==> config.mk <==
export PLATFORM = sky130hd
export DESIGN_NAME = dz_rbuf
export DESIGN_NICKNAME = d
export VERILOG_FILES = /design/src/rtl/dz_rbuf_pkg.sv /design/src/rtl/dz_silo.sv /design/src/rtl/dz_rbuf.sv
export SDC_FILE = /design/constraint.sdc
export NUM_CORES = 1
export LEC_CHECK = 0
export CAP_MARGIN = 20
export CORE_UTILIZATION = 40
export DETAILED_ROUTE_END_ITERATION = 7
export DONT_BUFFER_PORTS = 1
export GPL_TIMING_DRIVEN = 0
export PLACE_DENSITY_LB_ADDON = 0.15
export SLEW_MARGIN = 20
export SYNTH_ARGS = -nofsm -noshare
export SYNTH_HDL_FRONTEND = slang
export SYNTH_HIERARCHICAL = 1
export SYNTH_SLANG_ARGS = --single-unit
==> constraint.sdc <==
create_clock -name clk -period 13.38 [get_ports clk]
set_input_delay 2.676 -clock clk [delete_from_list [all_inputs] [get_ports clk]]
set_output_delay 2.676 -clock clk [all_outputs]
set_load 0.03 [all_outputs]
==> src/rtl/dz_rbuf_pkg.sv <==
// dz_rbuf_pkg -- shared definitions for the DZ11 receiver silo.
//   DZ_DEPTH_DEF / DZ_ALARM_DEF : default silo depth and alarm threshold
//   dz_entry_t                  : RBUF / silo entry layout
//   dz_pack()                   : builds a valid entry from a received character
package dz_rbuf_pkg;

    localparam int DZ_DEPTH_DEF = 64;
    localparam int DZ_ALARM_DEF = 16;

    // Silo entry, identical to the RBUF register image.
    typedef struct packed {
        logic       dval;   // [15] data valid
        logic       ovre;   // [14] characters were lost before this one
        logic       frme;   // [13] framing error
        logic       pare;   // [12] parity error
        logic       rsvd;   // [11] reads as zero
        logic [2:0] line;   // [10:8] receiving line
        logic [7:0] ch;     // [7:0] character
    } dz_entry_t;

    function automatic dz_entry_t dz_pack(input logic       ovr,
                                          input logic       fe,
                                          input logic       pe,
                                          input logic [2:0] line,
                                          input logic [7:0] ch);
        dz_entry_t e;
        e.dval = 1'b1;
        e.ovre = ovr;
        e.frme = fe;
        e.pare = pe;
        e.rsvd = 1'b0;
        e.line = line;
        e.ch   = ch;
        return e;
    endfunction

endpackage

==> src/rtl/dz_silo.sv <==
// dz_silo -- synchronous FIFO holding received-character entries.
//   clk, rst_n : clock, asynchronous active-low reset
//   i_srst     : synchronous clear (empties the FIFO)
//   i_wr/i_wdata : push request and entry
//   i_rd       : pop request (ignored when empty)
//   o_full/o_empty/o_count : occupancy status
//   o_head     : combinational view of the oldest entry
// A push while full is accepted only when a pop happens in the same cycle.
module dz_silo
    import dz_rbuf_pkg::*;
#(
    parameter int DEPTH = DZ_DEPTH_DEF
) (
    input  logic                     clk,
    input  logic                     rst_n,
    input  logic                     i_srst,
    input  logic                     i_wr,
    input  dz_entry_t                i_wdata,
    input  logic                     i_rd,
    output logic                     o_full,
    output logic                     o_empty,
    output dz_entry_t                o_head,
    output logic [$clog2(DEPTH):0]   o_count
);

    localparam int AW = $clog2(DEPTH);

    dz_entry_t          r_mem [DEPTH];
    logic [AW-1:0]      r_wr_ptr;
    logic [AW-1:0]      r_rd_ptr;
    logic [AW:0]        r_count;
    logic               w_rd_ok;
    logic               w_wr_ok;

    assign o_empty = (r_count == (AW+1)'(0));
    assign o_full  = (r_count == (AW+1)'(DEPTH));
    assign o_count = r_count;
    assign o_head  = r_mem[r_rd_ptr];
    assign w_rd_ok = i_rd & ~o_empty;
    assign w_wr_ok = i_wr & (~o_full | w_rd_ok);

    // Entry storage; no reset needed since o_empty masks stale data.
    always_ff @(posedge clk) begin
        if (w_wr_ok) begin
            r_mem[r_wr_ptr] <= i_wdata;
        end
    end

    // Pointers and occupancy; pointers wrap naturally at DEPTH.
    always_ff @(posedge clk or negedge rst_n) begin
        if (!rst_n) begin
            r_wr_ptr <= '0;
            r_rd_ptr <= '0;
            r_count  <= '0;
        end else if (i_srst) begin
            r_wr_ptr <= '0;
            r_rd_ptr <= '0;
            r_count  <= '0;
        end else begin
            if (w_wr_ok) begin
                r_wr_ptr <= r_wr_ptr + AW'(1);
            end
            if (w_rd_ok) begin
                r_rd_ptr <= r_rd_ptr + AW'(1);
            end
            case ({w_wr_ok, w_rd_ok})
                2'b10:   r_count <= r_count + (AW+1)'(1);
                2'b01:   r_count <= r_count - (AW+1)'(1);
                default: r_count <= r_count;
            endcase
        end
    end

endmodule

==> src/rtl/dz_rbuf.sv <==
// dz_rbuf -- DZ11 receiver scanner, overrun tracking, silo alarm and RBUF.
//   clk, rst        : clock, asynchronous active-low reset
//   devRESET/csrCLR : synchronous clear of all state
//   csrMSE/csrSAE   : scan enable, silo alarm enable
//   rbufREAD        : RBUF read cycle; the entry is popped when it ends
//   uartRX*         : per-line receiver status/data; uartRXCLR acknowledges
//   regRBUF         : head entry with DVAL, zero when the silo is empty
//   rbufRDONE/rbufSA: receiver done and silo alarm (registered)
module dz_rbuf
    import dz_rbuf_pkg::*;
#(
    parameter int DEPTH = DZ_DEPTH_DEF,
    parameter int ALARM = DZ_ALARM_DEF
) (
    input  logic        clk,
    input  logic        rst,
    input  logic        devRESET,
    input  logic        csrCLR,
    input  logic        csrMSE,
    input  logic        csrSAE,
    input  logic        rbufREAD,
    input  logic [7:0]  uartRXFULL,
    input  logic [63:0] uartRXDATA,
    input  logic [7:0]  uartRXFRME,
    input  logic [7:0]  uartRXPARE,
    output logic [7:0]  uartRXCLR,
    output logic [15:0] regRBUF,
    output logic        rbufRDONE,
    output logic        rbufSA
);

    localparam int CW = $clog2(DEPTH) + 1;
    localparam int AW = $clog2(ALARM + 1);
    localparam logic [AW-1:0] ALARM_V = AW'(ALARM);

    logic [2:0]     r_scan;
    logic           r_ovr;
    logic [AW-1:0]  r_acnt;
    logic           r_sa;
    logic           r_rdone;
    logic           r_read_d;

    logic           w_sclr;
    logic           w_hit;
    logic           w_pop_edge;
    logic           w_rd;
    logic           w_wr;
    logic           w_drop;
    logic           w_full;
    logic           w_empty;
    logic [CW-1:0]  w_count;
    logic [CW-1:0]  w_occ_next;
    logic [AW-1:0]  w_acnt_next;
    logic           w_sa_next;
    logic           w_rdone_next;
    logic [7:0]     w_ack;
    dz_entry_t      w_head;
    dz_entry_t      w_entry;
    dz_entry_t      w_rbuf;

    assign w_sclr     = devRESET | csrCLR;
    assign w_hit      = rst & csrMSE & ~w_sclr & uartRXFULL[r_scan];
    assign w_pop_edge = r_read_d & ~rbufREAD & ~w_sclr;
    assign w_rd       = w_pop_edge & ~w_empty;
    // A same-cycle pop frees the slot, so a full silo still accepts.
    assign w_wr       = w_hit & (~w_full | w_rd);
    assign w_drop     = w_hit & ~w_wr;
    assign w_entry    = dz_pack(r_ovr, uartRXFRME[r_scan], uartRXPARE[r_scan],
                                r_scan, uartRXDATA[{r_scan, 3'b000} +: 8]);
    assign w_occ_next = w_count + {{(CW-1){1'b0}}, w_wr} - {{(CW-1){1'b0}}, w_rd};

    dz_silo #(.DEPTH(DEPTH)) u_silo (
        .clk     (clk),
        .rst_n   (rst),
        .i_srst  (w_sclr),
        .i_wr    (w_wr),
        .i_wdata (w_entry),
        .i_rd    (w_rd),
        .o_full  (w_full),
        .o_empty (w_empty),
        .o_head  (w_head),
        .o_count (w_count)
    );

    // One-hot acknowledge of the line being scanned.
    always_comb begin
        w_ack = 8'h00;
        if (w_hit) begin
            w_ack[r_scan] = 1'b1;
        end else begin
            w_ack = 8'h00;
        end
    end

    // RBUF image: head with DVAL forced, all zero when empty.
    always_comb begin
        w_rbuf = 16'h0000;
        if (!w_empty) begin
            w_rbuf      = w_head;
            w_rbuf.dval = 1'b1;
        end else begin
            w_rbuf = 16'h0000;
        end
    end

    // Alarm count: pop clears first, then a same-cycle store counts as one.
    always_comb begin
        w_acnt_next = r_acnt;
        if (w_pop_edge) begin
            w_acnt_next = {{(AW-1){1'b0}}, w_wr};
        end else if (w_wr && (r_acnt != ALARM_V)) begin
            w_acnt_next = r_acnt + AW'(1);
        end else begin
            w_acnt_next = r_acnt;
        end
    end

    // Status flags are registered from next-state values so they line up with the silo.
    always_comb begin
        w_sa_next    = csrSAE & (w_acnt_next == ALARM_V);
        w_rdone_next = 1'b0;
        if (csrSAE) begin
            w_rdone_next = w_sa_next;
        end else begin
            w_rdone_next = (w_occ_next != {CW{1'b0}});
        end
    end

    // Scanner, overrun, alarm and read-edge state.
    always_ff @(posedge clk or negedge rst) begin
        if (!rst) begin
            r_scan   <= 3'd0;
            r_ovr    <= 1'b0;
            r_acnt   <= '0;
            r_sa     <= 1'b0;
            r_rdone  <= 1'b0;
            r_read_d <= 1'b0;
        end else if (w_sclr) begin
            r_scan   <= 3'd0;
            r_ovr    <= 1'b0;
            r_acnt   <= '0;
            r_sa     <= 1'b0;
            r_rdone  <= 1'b0;
            r_read_d <= 1'b0;
        end else begin
            r_scan   <= csrMSE ? (r_scan + 3'd1) : r_scan;
            if (w_wr) begin
                r_ovr <= 1'b0;
            end else if (w_drop) begin
                r_ovr <= 1'b1;
            end else begin
                r_ovr <= r_ovr;
            end
            r_acnt   <= w_acnt_next;
            r_sa     <= w_sa_next;
            r_rdone  <= w_rdone_next;
            r_read_d <= rbufREAD;
        end
    end

    assign uartRXCLR = w_ack;
    assign regRBUF   = w_rbuf;
    assign rbufRDONE = r_rdone;
    assign rbufSA    = r_sa;

endmodule

Yosys cells after proc, flatten, opt, wreduce, memory -nomap -nowiden

Memories as Yosys holds them, arrays and structs flattened.
Index checks and enable logic that the tools add are counted.

Bits in registers: 31
Memory bits (writable): 896
Bits of input ports: 95
Output and inout bits: 26
Logic and storage cells: 84
Memories: 1

Add/subtract/negate cells: 8
Order comparisons: 2
Equality and inequality tests: 5
Shifts and indexed selects: 1
Mux-type cells: 30
Bitwise logic cells: 19
Reduce and logical (&&, ||, !) cells: 9

Memory list:

| memory       | words | bits a word | rd ports | clocked after Yosys merged registers in | write ports | line          | RTL |
|---|---|---|---|---|---|---|---|
| u_silo.r_mem | 64    | 14          | 1        | 0                                       | 1           | dz_silo.sv:28 | `dz_entry_t r_mem [DEPTH];` |

Operators by type and width:

| cell                                              | number |
|---|---|
| variable part select 64 x 7 -> 8 bit              | 1 |
| 2-to-1 mux 6 bit                                  | 4 |
| 2-to-1 mux 16 bit                                 | 1 |
| 2-to-1 mux 5 bit                                  | 3 |
| case mux 7 bit (2 select lines)                   | 1 |
| 2-to-1 mux 1 bit                                  | 13 |
| adder 6 x 1 -> 6 bit (second input constant)      | 2 |
| AND 1 bit                                         | 11 |
| binary-select mux 1 bit (select 3 bit)            | 3 |
| 2-to-1 mux 8 bit                                  | 1 |
| adder 7 x 1 -> 7 bit                              | 1 |
| adder 7 x 1 -> 7 bit (second input constant)      | 1 |
| equality test 7 bit (second input constant)       | 1 |
| zero test 7 bit                                   | 1 |
| 2-to-1 mux 7 bit                                  | 1 |
| nonzero test 7 bit                                | 1 |
| subtractor 7 x 1 -> 7 bit                         | 1 |
| subtractor 7 x 1 -> 7 bit (second input constant) | 1 |
| 2-to-1 mux 3 bit                                  | 2 |
| nonzero test 2 bit                                | 3 |
| nonzero test 3 bit                                | 2 |
| adder 5 x 1 -> 5 bit (second input constant)      | 1 |
| equality test 5 bit (second input constant)       | 1 |
| != test 5 bit (second input constant)             | 1 |
| other kinds (9)                                   | 16 |

Depth between registers and ports, before layout

Gate-level depths: netlist (run 1).

Word-level depth: 13
Depth in mapped cells: 16
Mapped depth without buffers: 15

By module

Netlist (run 1), hierarchy kept.

Modules (own cells, without submodules):

| module  | instances | cells an instance | area an instance (µm²) | seq. area each (µm²) |
|---|---|---|---|---|
| dz_silo | 1         | 1922              | 40526.4                | 31224.9 |
| dz_rbuf | 1         | 232               | 1835.5                 | 300.3 |

Worst setup path after synthesis (run 1)

OpenSTA, ideal clock, no wires.

Kind: input to output
Start: input port csrCLR
End: output port uartRXCLR[4]
Arrival: 4.481 ns
Required time: 10.704 ns
Setup slack: 6.223 ns
Stages: 4
Path buffers: 0
Cell sequence: nor4bb_1 > o21ai_1 > nor2_1 > nor4b_1

Word-level cells in the longest chain between the ends: 5

Ends and longest elaborated chain:

| item                    | line          | RTL |
|---|---|---|
| start, declared         | dz_rbuf.sv:18 | `input logic csrCLR,` |
| OR 1 bit                | dz_rbuf.sv:61 | `assign w_sclr = devRESET \| csrCLR;` |
| inverter 1 bit          | dz_rbuf.sv:62 | `assign w_hit = rst & csrMSE & ~w_sclr & uartRXFULL[r_scan];` |
| AND 1 bit (2 in series) | dz_rbuf.sv:62 |  |
| 2-to-1 mux 8 bit        | dz_rbuf.sv:88 | `if (w_hit) begin` |
| end, declared           | dz_rbuf.sv:26 | `output logic [7:0] uartRXCLR,` |

Every way passes these cells.

==> impl_results.html, run 1 <==
<table>
<tr><th>Metric</th><th>Value</th></tr>
<tr><th colspan="2">Timing</th></tr>
<tr><td>Upper clock frequency limit</td><td>133 MHz</td></tr>
<tr><td>Final setup violation count</td><td>0</td></tr>
<tr><td>Min Hold Slack</td><td>0.575 ns</td></tr>
<tr><td>Final hold violation count</td><td>0</td></tr>
<tr><td>Number of pins exceeding their max-slew limit in the final report</td><td>0</td></tr>
<tr><td>Worst path setup slack after routing</td><td>5.85 ns</td></tr>
<tr><td>Period utilisation layout</td><td>56.3%</td></tr>
<tr><td>Post-route setup TNS</td><td>0 ns</td></tr>
<tr><td>Unrepaired setup endpoints after global routing</td><td>false</td></tr>
<tr><td>Period minus WS final</td><td>7.53 ns</td></tr>
<tr><td>Relative slew slack</td><td>12.1%</td></tr>
<tr><td>Least-Margin Pin Slew</td><td>1.32 ns</td></tr>
<tr><td>Worst clock skew</td><td>0.0329 ns</td></tr>
<tr><th colspan="2">Finish</th></tr>
<tr><td>Commonest non-fill, non-tap cells in the layout</td><td>sky130_fd_sc_hd__edfxtp_1, sky130_fd_sc_hd__mux4_2, sky130_fd_sc_hd__mux2i_1</td></tr>
<tr><td>Most common cell after layout, fill and taps aside</td><td>sky130_fd_sc_hd__edfxtp_1</td></tr>
<tr><td>Fill cell instance count of the final layout</td><td>8247</td></tr>
<tr><td>Final net count</td><td>2426</td></tr>
<tr><td>Layout cells sized above 1</td><td>26.7%</td></tr>
<tr><td>Final Core Density</td><td>47.7%</td></tr>
<tr><td>Area of all placed cells without fillers</td><td>47100 sq um</td></tr>
<tr><td>Synthesis-to-layout area growth</td><td>17.8%</td></tr>
<tr><th colspan="2">Floorplan</th></tr>
<tr><td>Overall die area</td><td>101000 sq um</td></tr>
<tr><td># IOs</td><td>121</td></tr>
<tr><td>Initial Util</td><td>40.5%</td></tr>
<tr><td>Height of the die</td><td>318 microns</td></tr>
<tr><td>CORE AREA</td><td>98700 sq um</td></tr>
<tr><td>Number of cell rows</td><td>115</td></tr>
<tr><td>Overall die width</td><td>318 microns</td></tr>
<tr><th colspan="2">Yosys</th></tr>
<tr><td>Post-synthesis cell count</td><td>2053</td></tr>
<tr><td>Cell area after synthesis</td><td>40000 sq um</td></tr>
<tr><td>Number of warnings issued by yosys</td><td>6</td></tr>
<tr><td>Average size of a mapped cell</td><td>19.5 sq um</td></tr>
<tr><th colspan="2">Pwr</th></tr>
<tr><td>Leakage</td><td>14.8 nW</td></tr>
<tr><td>Fraction of power spent switching nets</td><td>20.3%</td></tr>
<tr><td>Combinational share of power</td><td>2.4%</td></tr>
<tr><td>Clock group share of total power</td><td>45.2%</td></tr>
<tr><td>PD cells</td><td>139 nW/um^2</td></tr>
<tr><td>Switching power total</td><td>0.00133 W</td></tr>
<tr><td>Sequential power share</td><td>52.4%</td></tr>
<tr><td>Cell Int Power</td><td>0.00522 W</td></tr>
<tr><td>Max rail drop VDD</td><td>0.154 mV</td></tr>
<tr><th colspan="2">Route</th></tr>
<tr><td>1st-pass router iterations</td><td>7</td></tr>
<tr><td>Routed WL</td><td>110 mm</td></tr>
<tr><td>Number of DRC violations after detailed routing</td><td>0</td></tr>
<tr><td>Drt initial violations</td><td>2036</td></tr>
<tr><td>Routed len/inst</td><td>29.9 microns</td></tr>
<tr><td>Remaining number of nets flagged by the antenna check after routing</td><td>0</td></tr>
<tr><td>Vias per Instance</td><td>5.72</td></tr>
<tr><td>Via total after detailed routing</td><td>21074</td></tr>
<tr><th colspan="2">Global route</th></tr>
<tr><td>Largest net degree at the start of global routing</td><td>65</td></tr>
<tr><td>Number of antenna violations at the first check in global routing</td><td>3</td></tr>
<tr><td>Number of global-route vias before repair</td><td>21563</td></tr>
<tr><td>Total congestion overflow after global routing</td><td>0</td></tr>
<tr><td>Gr usage total</td><td>21.8%</td></tr>
<tr><td>Wire length of the first global-routing pass</td><td>156 mm</td></tr>
<tr><th colspan="2">CTS</th></tr>
<tr><td>TritonCTS clock tree</td><td>done</td></tr>
<tr><td>H-tree levels</td><td>3</td></tr>
<tr><td>Clock tree buffer depth</td><td>3</td></tr>
<tr><td>CTS sink count</td><td>991</td></tr>
<tr><td>Number of setup buffers added after CTS</td><td>0</td></tr>
<tr><td>Root buf cell</td><td>sky130_fd_sc_hd__clkbuf_16</td></tr>
<tr><td>Clock buffers created by TritonCTS</td><td>106</td></tr>
<tr><td>Clock input transition at the sequential cells of the worst setup and hold paths</td><td>0.06 ns</td></tr>
<tr><td>Hold buffer count at cts</td><td>0</td></tr>
<tr><td>Clock latency of the later-clocked register in the worst-skew pair</td><td>0.69 ns</td></tr>
<tr><td>Post-cts sizing count</td><td>0</td></tr>
<tr><th colspan="2">Placement</th></tr>
<tr><td>Hpwl dp</td><td>78.1 mm</td></tr>
<tr><td>Gp weighted congestion</td><td>1.05</td></tr>
<tr><td>Area after DPL</td><td>43500 sq um</td></tr>
<tr><td>Dpl ws</td><td>6.05 ns</td></tr>
<tr><td>Quantity of I/O buffers inserted on ports</td><td>0</td></tr>
<tr><th colspan="2">Setup path</th></tr>
<tr><td>Critical path launch point type</td><td>register</td></tr>
<tr><td>Startpoint of the most critical setup path</td><td>u_silo/r_rd_ptr[3]</td></tr>
<tr><td>Worst setup path endpoint</td><td>regRBUF[8]</td></tr>
<tr><td>Classification of the worst setup path</td><td>reg -&gt; out</td></tr>
<tr><td>Worst reg-to-reg path cell count</td><td>11</td></tr>
<tr><td>Reg-to-reg critical path endpoint</td><td>u_silo/r_mem[10][12]</td></tr>
<tr><td>Required time reported for the critical path endpoint</td><td>10.70 ns</td></tr>
<tr><td>R2r startpoint</td><td>u_silo/o_count[1]</td></tr>
<tr><td>Capturing element type of the critical path</td><td>output port</td></tr>
<tr><td>Register-to-register setup slack</td><td>7.95 ns</td></tr>
<tr><td>Max Fanout on Critical Path</td><td>10</td></tr>
<tr><td>Data arrival, critical path</td><td>4.86 ns</td></tr>
<tr><th colspan="2">Hold path</th></tr>
<tr><td>Min-Delay Path Class</td><td>reg -&gt; reg</td></tr>
<tr><th colspan="2">Status</th></tr>
<tr><td>Run status</td><td>finished, final reports clean</td></tr>
<tr><th colspan="2">Run</th></tr>
<tr><td>Max-capacitance violation count</td><td>0</td></tr>
</table>
-- worst max-delay path, cell delays in order, from the launching register on --
cell and delay, ns:
sky130_fd_sc_hd__dfrtp_1 0.36, sky130_fd_sc_hd__clkbuf_1 0.37, sky130_fd_sc_hd__buf_2 0.40, sky130_fd_sc_hd__nor2_2 0.70, sky130_fd_sc_hd__clkbuf_1 0.49, sky130_fd_sc_hd__a221oi_1 0.44
sky130_fd_sc_hd__nor4_2 0.82, sky130_fd_sc_hd__nor2b_1 0.57
-- through the flow --
step	std cells	power, W
after floorplan	2116	0.00356
after global placement	3403	0.00363
after detailed placement	3491	0.00365
after CTS	3684	0.00660
after global routing	3684	0.00673
final	3687	0.00654
-- state kept, by name, summed over array words and instances (netlist names) --
| signal | flops |
|---|---|
| r_read_d | 1 |
| rbufSA | 1 |
| u_silo/r_rd_ptr | 6 |
| u_silo/o_count | 7 |
| u_silo/r_wr_ptr | 6 |
| r_scan | 3 |
| u_silo/r_mem | 960 |
| r_ovr | 1 |
| rbufRDONE | 1 |
| r_acnt | 5 |
-- how the worst min path moves through the flow --
| stage | start | endpoint | slack [ns] | cells past startpoint |
|---|---|---|---|---|
| after detailed placement | r_acnt[4] | r_acnt[4] | 0.57 | 2 |
| after CTS | r_acnt[4] | r_acnt[4] | 0.58 | 2 |
| after floorplan | r_acnt[4] | r_acnt[4] | 0.53 | 2 |
| after global routing | r_acnt[4] | r_acnt[4] | 0.61 | 2 |
| after global placement | r_acnt[4] | r_acnt[4] | 0.56 | 2 |
| final | r_acnt[4] | r_acnt[4] | 0.57 | 2 |
-- power groups by stage --
| stage | registers [W] | clock network, W | logic [W] |
|---|---|---|---|
| finish | 0.00343 | 0.00296 | 0.000160 |
| floorplan | 0.00350 | 0 | 0.0000667 |
| global placement | 0.00351 | 0 | 0.000119 |
| detailed placement | 0.00349 | 0 | 0.000161 |
| CTS | 0.00343 | 0.00301 | 0.000161 |
| global route | 0.00342 | 0.00313 | 0.000171 |
-- area by class of cell --
class / count / area (sq um) / share of cell area, %
flip-flops and latches: 991 / 29600 / 62.9
clock buffers: 124 / 2770 / 5.88
multi-input cells: 978 / 10200 / 21.8
clock inverters: 69 / 773 / 1.64
repair buffers: 88 / 1310 / 2.79
well taps: 1287 / 1610 / 3.42
plain buffers: 123 / 657 / 1.40
inverters: 24 / 90.1 / 0.191
diodes: 3 / 7.51 / 0.0159
-- metal layers --
| layer | wire length [microns] | global-route usage [%] | part of all wire [%] | up-vias |
|---|---|---|---|---|
| met5 | 253 | 0 | 0.23 | - |
| met4 | 3110 | 6.92 | 2.8 | 4 |
| met3 | 9530 | 6.10 | 8.6 | 168 |
| met2 | 54300 | 36.4 | 49 | 838 |
| met1 | 43200 | 27.6 | 39 | 11141 |
| li1 | - | - | - | 8923 |
Power figures use the tool's default switching activity.
==> run 2, diff against run 1 <==
==> constraint.sdc (replaced) <==
create_clock -name clk -period 6.5 [get_ports clk]
set_input_delay 1.3 -clock clk [delete_from_list [all_inputs] [get_ports clk]]
set_output_delay 1.3 -clock clk [all_outputs]
set_load 0.03 [all_outputs]
==> results of run 2 <==
The final DEF is identical to that of run 1. Status: finished, final reports clean.
Main changes from that run: setup slack after placement 6.05 ns -> 0.775 ns; setup slack after layout 5.85 ns -> 0.343 ns; hold slack 0.575 ns -> 0.308 ns; register-to-register setup slack 7.95 ns -> 1.07 ns; total power 0.00654 W -> 0.0135 W; worst IR drop on VDD 0.154 mV -> 0.317 mV
==> run 3, diff against run 2 <==
--- a/config.mk
+++ b/config.mk
@@ -11,7 +11,7 @@
 export DONT_BUFFER_PORTS = 1
 export GPL_TIMING_DRIVEN = 0
 export PLACE_DENSITY_LB_ADDON = 0.15
-export SLEW_MARGIN = 20
+export SLEW_MARGIN = 30
 export SYNTH_ARGS = -nofsm -noshare
 export SYNTH_HDL_FRONTEND = slang
 export SYNTH_HIERARCHICAL = 1
==> run 3 against run 2 <==
  * Via count decreased by 1.6%
  * Critical endpoint unchanged
  * Critical path depth unchanged
  * Wire length hardly changed
  * Largest cell class unchanged
==> impl_results.html, run 3 (same netlist as run 1, synthesis figures left out) <==
<table>
<tr><th>Metric</th><th>Value</th></tr>
<tr><th colspan="2">Status</th></tr>
<tr><td>Run status</td><td>finished, final reports clean</td></tr>
<tr><th colspan="2">Pwr</th></tr>
<tr><td>Switching power total</td><td>0.00265 W</td></tr>
<tr><td>Leakage</td><td>14.4 nW (-2.3%)</td></tr>
<tr><td>Fraction of power spent switching nets</td><td>20.0%</td></tr>
<tr><td>Cell Int Power</td><td>0.0106 W</td></tr>
<tr><td>Combinational share of power</td><td>2.5% (about the same)</td></tr>
<tr><td>Clock group share of total power</td><td>44.2% (-1.0 points)</td></tr>
<tr><td>Max rail drop VDD</td><td>0.318 mV</td></tr>
<tr><td>Sequential power share</td><td>53.2% (+0.8 points)</td></tr>
<tr><td>PD cells</td><td>284 nW/um^2</td></tr>
<tr><th colspan="2">Finish</th></tr>
<tr><td>Synthesis-to-layout area growth</td><td>16.6%</td></tr>
<tr><td>Register bank with the most flops</td><td>u_silo/r_mem</td></tr>
<tr><td>Register area</td><td>29600 sq um (about the same)</td></tr>
<tr><td>Final Core Density</td><td>47.2% (-0.49 points)</td></tr>
<tr><td>Final net count</td><td>2386 (-1.6%)</td></tr>
<tr><td>Fill cell instance count of the final layout</td><td>8297 (+0.61%)</td></tr>
<tr><td>Layout cells sized above 1</td><td>25.0% (-1.7 points)</td></tr>
<tr><td>Number of flip-flops in the largest register</td><td>960 (unchanged)</td></tr>
<tr><td>Most common cell after layout, fill and taps aside</td><td>sky130_fd_sc_hd__edfxtp_1</td></tr>
<tr><td>Non-filler cells, final</td><td>3648 (-1.1%)</td></tr>
<tr><td>Commonest non-fill, non-tap cells in the layout</td><td>sky130_fd_sc_hd__edfxtp_1, sky130_fd_sc_hd__mux4_2, sky130_fd_sc_hd__mux2i_1</td></tr>
<tr><td>Combined area of the multi-input logic cells</td><td>10400 sq um (+2.0%)</td></tr>
<tr><th colspan="2">Route</th></tr>
<tr><td>Remaining number of nets flagged by the antenna check after routing</td><td>0 (unchanged)</td></tr>
<tr><td>Drt initial violations</td><td>1924 (-5.5%)</td></tr>
<tr><td>Routed WL</td><td>110 mm (about the same)</td></tr>
<tr><td>Via total after detailed routing</td><td>20741 (-1.6%)</td></tr>
<tr><td>Routed len/inst</td><td>30.2 microns (+1.0%)</td></tr>
<tr><td>Number of DRC violations after detailed routing</td><td>0 (unchanged)</td></tr>
<tr><td>1st-pass router iterations</td><td>5 (-2)</td></tr>
<tr><td>Vias per Instance</td><td>5.69 (-0.53%)</td></tr>
<tr><th colspan="2">Setup path</th></tr>
<tr><td>R2r startpoint</td><td>u_silo/o_count[1]</td></tr>
<tr><td>Capturing element type of the critical path</td><td>output port</td></tr>
<tr><td>Worst reg-to-reg path cell count</td><td>11 (unchanged)</td></tr>
<tr><td>Max Fanout on Critical Path</td><td>10 (unchanged)</td></tr>
<tr><td>Required time reported for the critical path endpoint</td><td>5.20 ns</td></tr>
<tr><td>Data arrival, critical path</td><td>4.95 ns (+0.09 ns)</td></tr>
<tr><td>Startpoint of the most critical setup path</td><td>u_silo/r_rd_ptr[3]</td></tr>
<tr><td>Classification of the worst setup path</td><td>reg -&gt; out</td></tr>
<tr><td>Reg-to-reg critical path endpoint</td><td>u_silo/r_mem[11][4]</td></tr>
<tr><td>Critical path launch point type</td><td>register</td></tr>
<tr><td>Register-to-register setup slack</td><td>1.01 ns</td></tr>
<tr><th colspan="2">Placement</th></tr>
<tr><td>Hpwl dp</td><td>76.5 mm (-2.0%)</td></tr>
<tr><td>Quantity of I/O buffers inserted on ports</td><td>0 (unchanged)</td></tr>
<tr><td>Gp weighted congestion</td><td>1.05 (unchanged)</td></tr>
<tr><td>Dpl ws</td><td>0.503 ns</td></tr>
<tr><td>Dpl cells</td><td>3453 (-1.1%)</td></tr>
<tr><th colspan="2">CTS</th></tr>
<tr><td>Clock tree buffer depth</td><td>3 (unchanged)</td></tr>
<tr><td>CTS sink count</td><td>991 (unchanged)</td></tr>
<tr><td>Post-cts sizing count</td><td>0 (unchanged)</td></tr>
<tr><td>H-tree levels</td><td>3 (unchanged)</td></tr>
<tr><td>Clock input transition at the sequential cells of the worst setup and hold paths</td><td>0.06 ns (about the same)</td></tr>
<tr><td>Clock latency of the later-clocked register in the worst-skew pair</td><td>0.67 ns (-0.02 ns)</td></tr>
<tr><td>Root buf cell</td><td>sky130_fd_sc_hd__clkbuf_16</td></tr>
<tr><td>Hold buffer count at cts</td><td>0 (unchanged)</td></tr>
<tr><td>TritonCTS clock tree</td><td>done</td></tr>
<tr><td>Number of setup buffers added after CTS</td><td>0 (unchanged)</td></tr>
<tr><td>Clock buffers created by TritonCTS</td><td>104 (-1.9%)</td></tr>
<tr><th colspan="2">Timing</th></tr>
<tr><td>Period minus WS final</td><td>6.25 ns</td></tr>
<tr><td>Final setup violation count</td><td>0 (unchanged)</td></tr>
<tr><td>Post-route setup TNS</td><td>0 ns (unchanged)</td></tr>
<tr><td>Unrepaired setup endpoints after global routing</td><td>false</td></tr>
<tr><td>Worst path setup slack after routing</td><td>0.250 ns</td></tr>
<tr><td>Least-Margin Pin Slew</td><td>1.11 ns (-0.209 ns)</td></tr>
<tr><td>Upper clock frequency limit</td><td>160 MHz</td></tr>
<tr><td>Worst clock skew</td><td>0.0306 ns (-0.00227 ns)</td></tr>
<tr><td>Number of pins exceeding their max-slew limit in the final report</td><td>0 (unchanged)</td></tr>
<tr><td>Final hold violation count</td><td>0 (unchanged)</td></tr>
<tr><td>Period utilisation layout</td><td>96.2%</td></tr>
<tr><td>Min Hold Slack</td><td>0.323 ns</td></tr>
<tr><td>Relative slew slack</td><td>25.8% (+14 points)</td></tr>
<tr><th colspan="2">Floorplan</th></tr>
<tr><td>CORE AREA</td><td>98700 sq um (unchanged)</td></tr>
<tr><td>Initial Util</td><td>40.5% (unchanged)</td></tr>
<tr><td>Overall die area</td><td>101000 sq um (unchanged)</td></tr>
<tr><td>Height of the die</td><td>318 microns (unchanged)</td></tr>
<tr><td>Overall die width</td><td>318 microns (unchanged)</td></tr>
<tr><td>Number of cell rows</td><td>115 (unchanged)</td></tr>
<tr><td># IOs</td><td>121 (unchanged)</td></tr>
<tr><th colspan="2">Global route</th></tr>
<tr><td>Total congestion overflow after global routing</td><td>0 (unchanged)</td></tr>
<tr><td>Largest net degree at the start of global routing</td><td>66 (+1.5%)</td></tr>
<tr><td>Gr usage total</td><td>21.8% (about the same)</td></tr>
<tr><td>Wire length of the first global-routing pass</td><td>155 mm (-0.27%)</td></tr>
<tr><td>Number of antenna violations at the first check in global routing</td><td>4 (+1)</td></tr>
<tr><td>Number of global-route vias before repair</td><td>21336 (-1.1%)</td></tr>
<tr><th colspan="2">Run</th></tr>
<tr><td>Max-capacitance violation count</td><td>0 (unchanged)</td></tr>
<tr><th colspan="2">Hold path</th></tr>
<tr><td>Min-Delay Path Class</td><td>in -&gt; async</td></tr>
</table>
==> run 3: cell types whose count changed in the layout (fill, tap and decap cells not counted), moves of 3 or more <==
| cell | change |
|---|---|
| sky130_fd_sc_hd__a2111oi_2 | +4 |
| sky130_fd_sc_hd__clkbuf_1 | +9 |
| sky130_fd_sc_hd__buf_8 | -14 |
| sky130_fd_sc_hd__nor2_4 | +38 |
| sky130_fd_sc_hd__a2111oi_1 | -3 |
| sky130_fd_sc_hd__bufinv_16 | -3 |
| sky130_fd_sc_hd__buf_6 | -20 |
| sky130_fd_sc_hd__clkdlybuf4s18_2 | -3 |
| sky130_fd_sc_hd__clkinv_2 | -8 |
| sky130_fd_sc_hd__clkinv_1 | +4 |
| sky130_fd_sc_hd__nor2_2 | -38 |
| sky130_fd_sc_hd__clkbuf_8 | -3 |
==> run 3: critical path, cell delays in order (launching register included) <==
cell and delay, ns:
sky130_fd_sc_hd__dfrtp_1 0.36, sky130_fd_sc_hd__clkbuf_1 0.37, sky130_fd_sc_hd__buf_2 0.40, sky130_fd_sc_hd__nor2_2 0.69
sky130_fd_sc_hd__clkbuf_1 0.47, sky130_fd_sc_hd__a221oi_1 0.39, sky130_fd_sc_hd__nor4_1 1.01, sky130_fd_sc_hd__nor2b_1 0.58
==> run 3: worst max path at each step <==
stage	slack (ns)	cells past startpoint	end
final	0.25	7	regRBUF[8]
after global routing	0.22	7	regRBUF[8]
after CTS	0.44	9	regRBUF[8]
after detailed placement	0.50	10	u_silo/r_mem[11][4]
after global placement	-4.85	7	u_silo/r_mem[56][2]
after floorplan	0.98	7	u_silo/r_mem[0][3]
==> run 3: per-layer routing <==
| metal | up-vias | track usage [%] | part of all wire, % |
|---|---|---|---|
| met4 | 0 | 5.39 | 2.3 |
| met5 | - | 0 | 0 |
| li1 | 8831 | - | - |
| met2 | 741 | 36.6 | 49 |
| met3 | 144 | 6.43 | 7.9 |
| met1 | 11025 | 27.7 | 40 |
==> run 3: power by group through the flow <==
stage | Sequential, W | Clock [W] | Combinational, W
2_1_floorplan | 0.00720 | 0 | 0.000137
3_3_place_gp | 0.00723 | 0 | 0.000246
3_5_place_dp | 0.00718 | 0 | 0.000334
4_1_cts | 0.00705 | 0.00598 | 0.000335
5_1_grt | 0.00705 | 0.00622 | 0.000354
6_report | 0.00705 | 0.00586 | 0.000333
==> run 3: area by class of cell <==
class / instances / area share, %
diodes: 4 / 0.0215
flip-flops and latches: 991 / 63.6
clock buffers: 132 / 5.99
clock inverters: 59 / 1.22
inverters: 24 / 0.193
well taps: 1287 / 3.46
repair buffers: 50 / 1.71
multi-input cells: 978 / 22.4
plain buffers: 123 / 1.41
==> run 3: per-stage QoR <==
step	total power (W)	area, sq um
6_report	0.0132	46600
3_5_place_dp	0.00752	43200
5_1_grt	0.0136	46600
2_1_floorplan	0.00733	40200
3_3_place_gp	0.00747	41800
4_1_cts	0.0134	46600
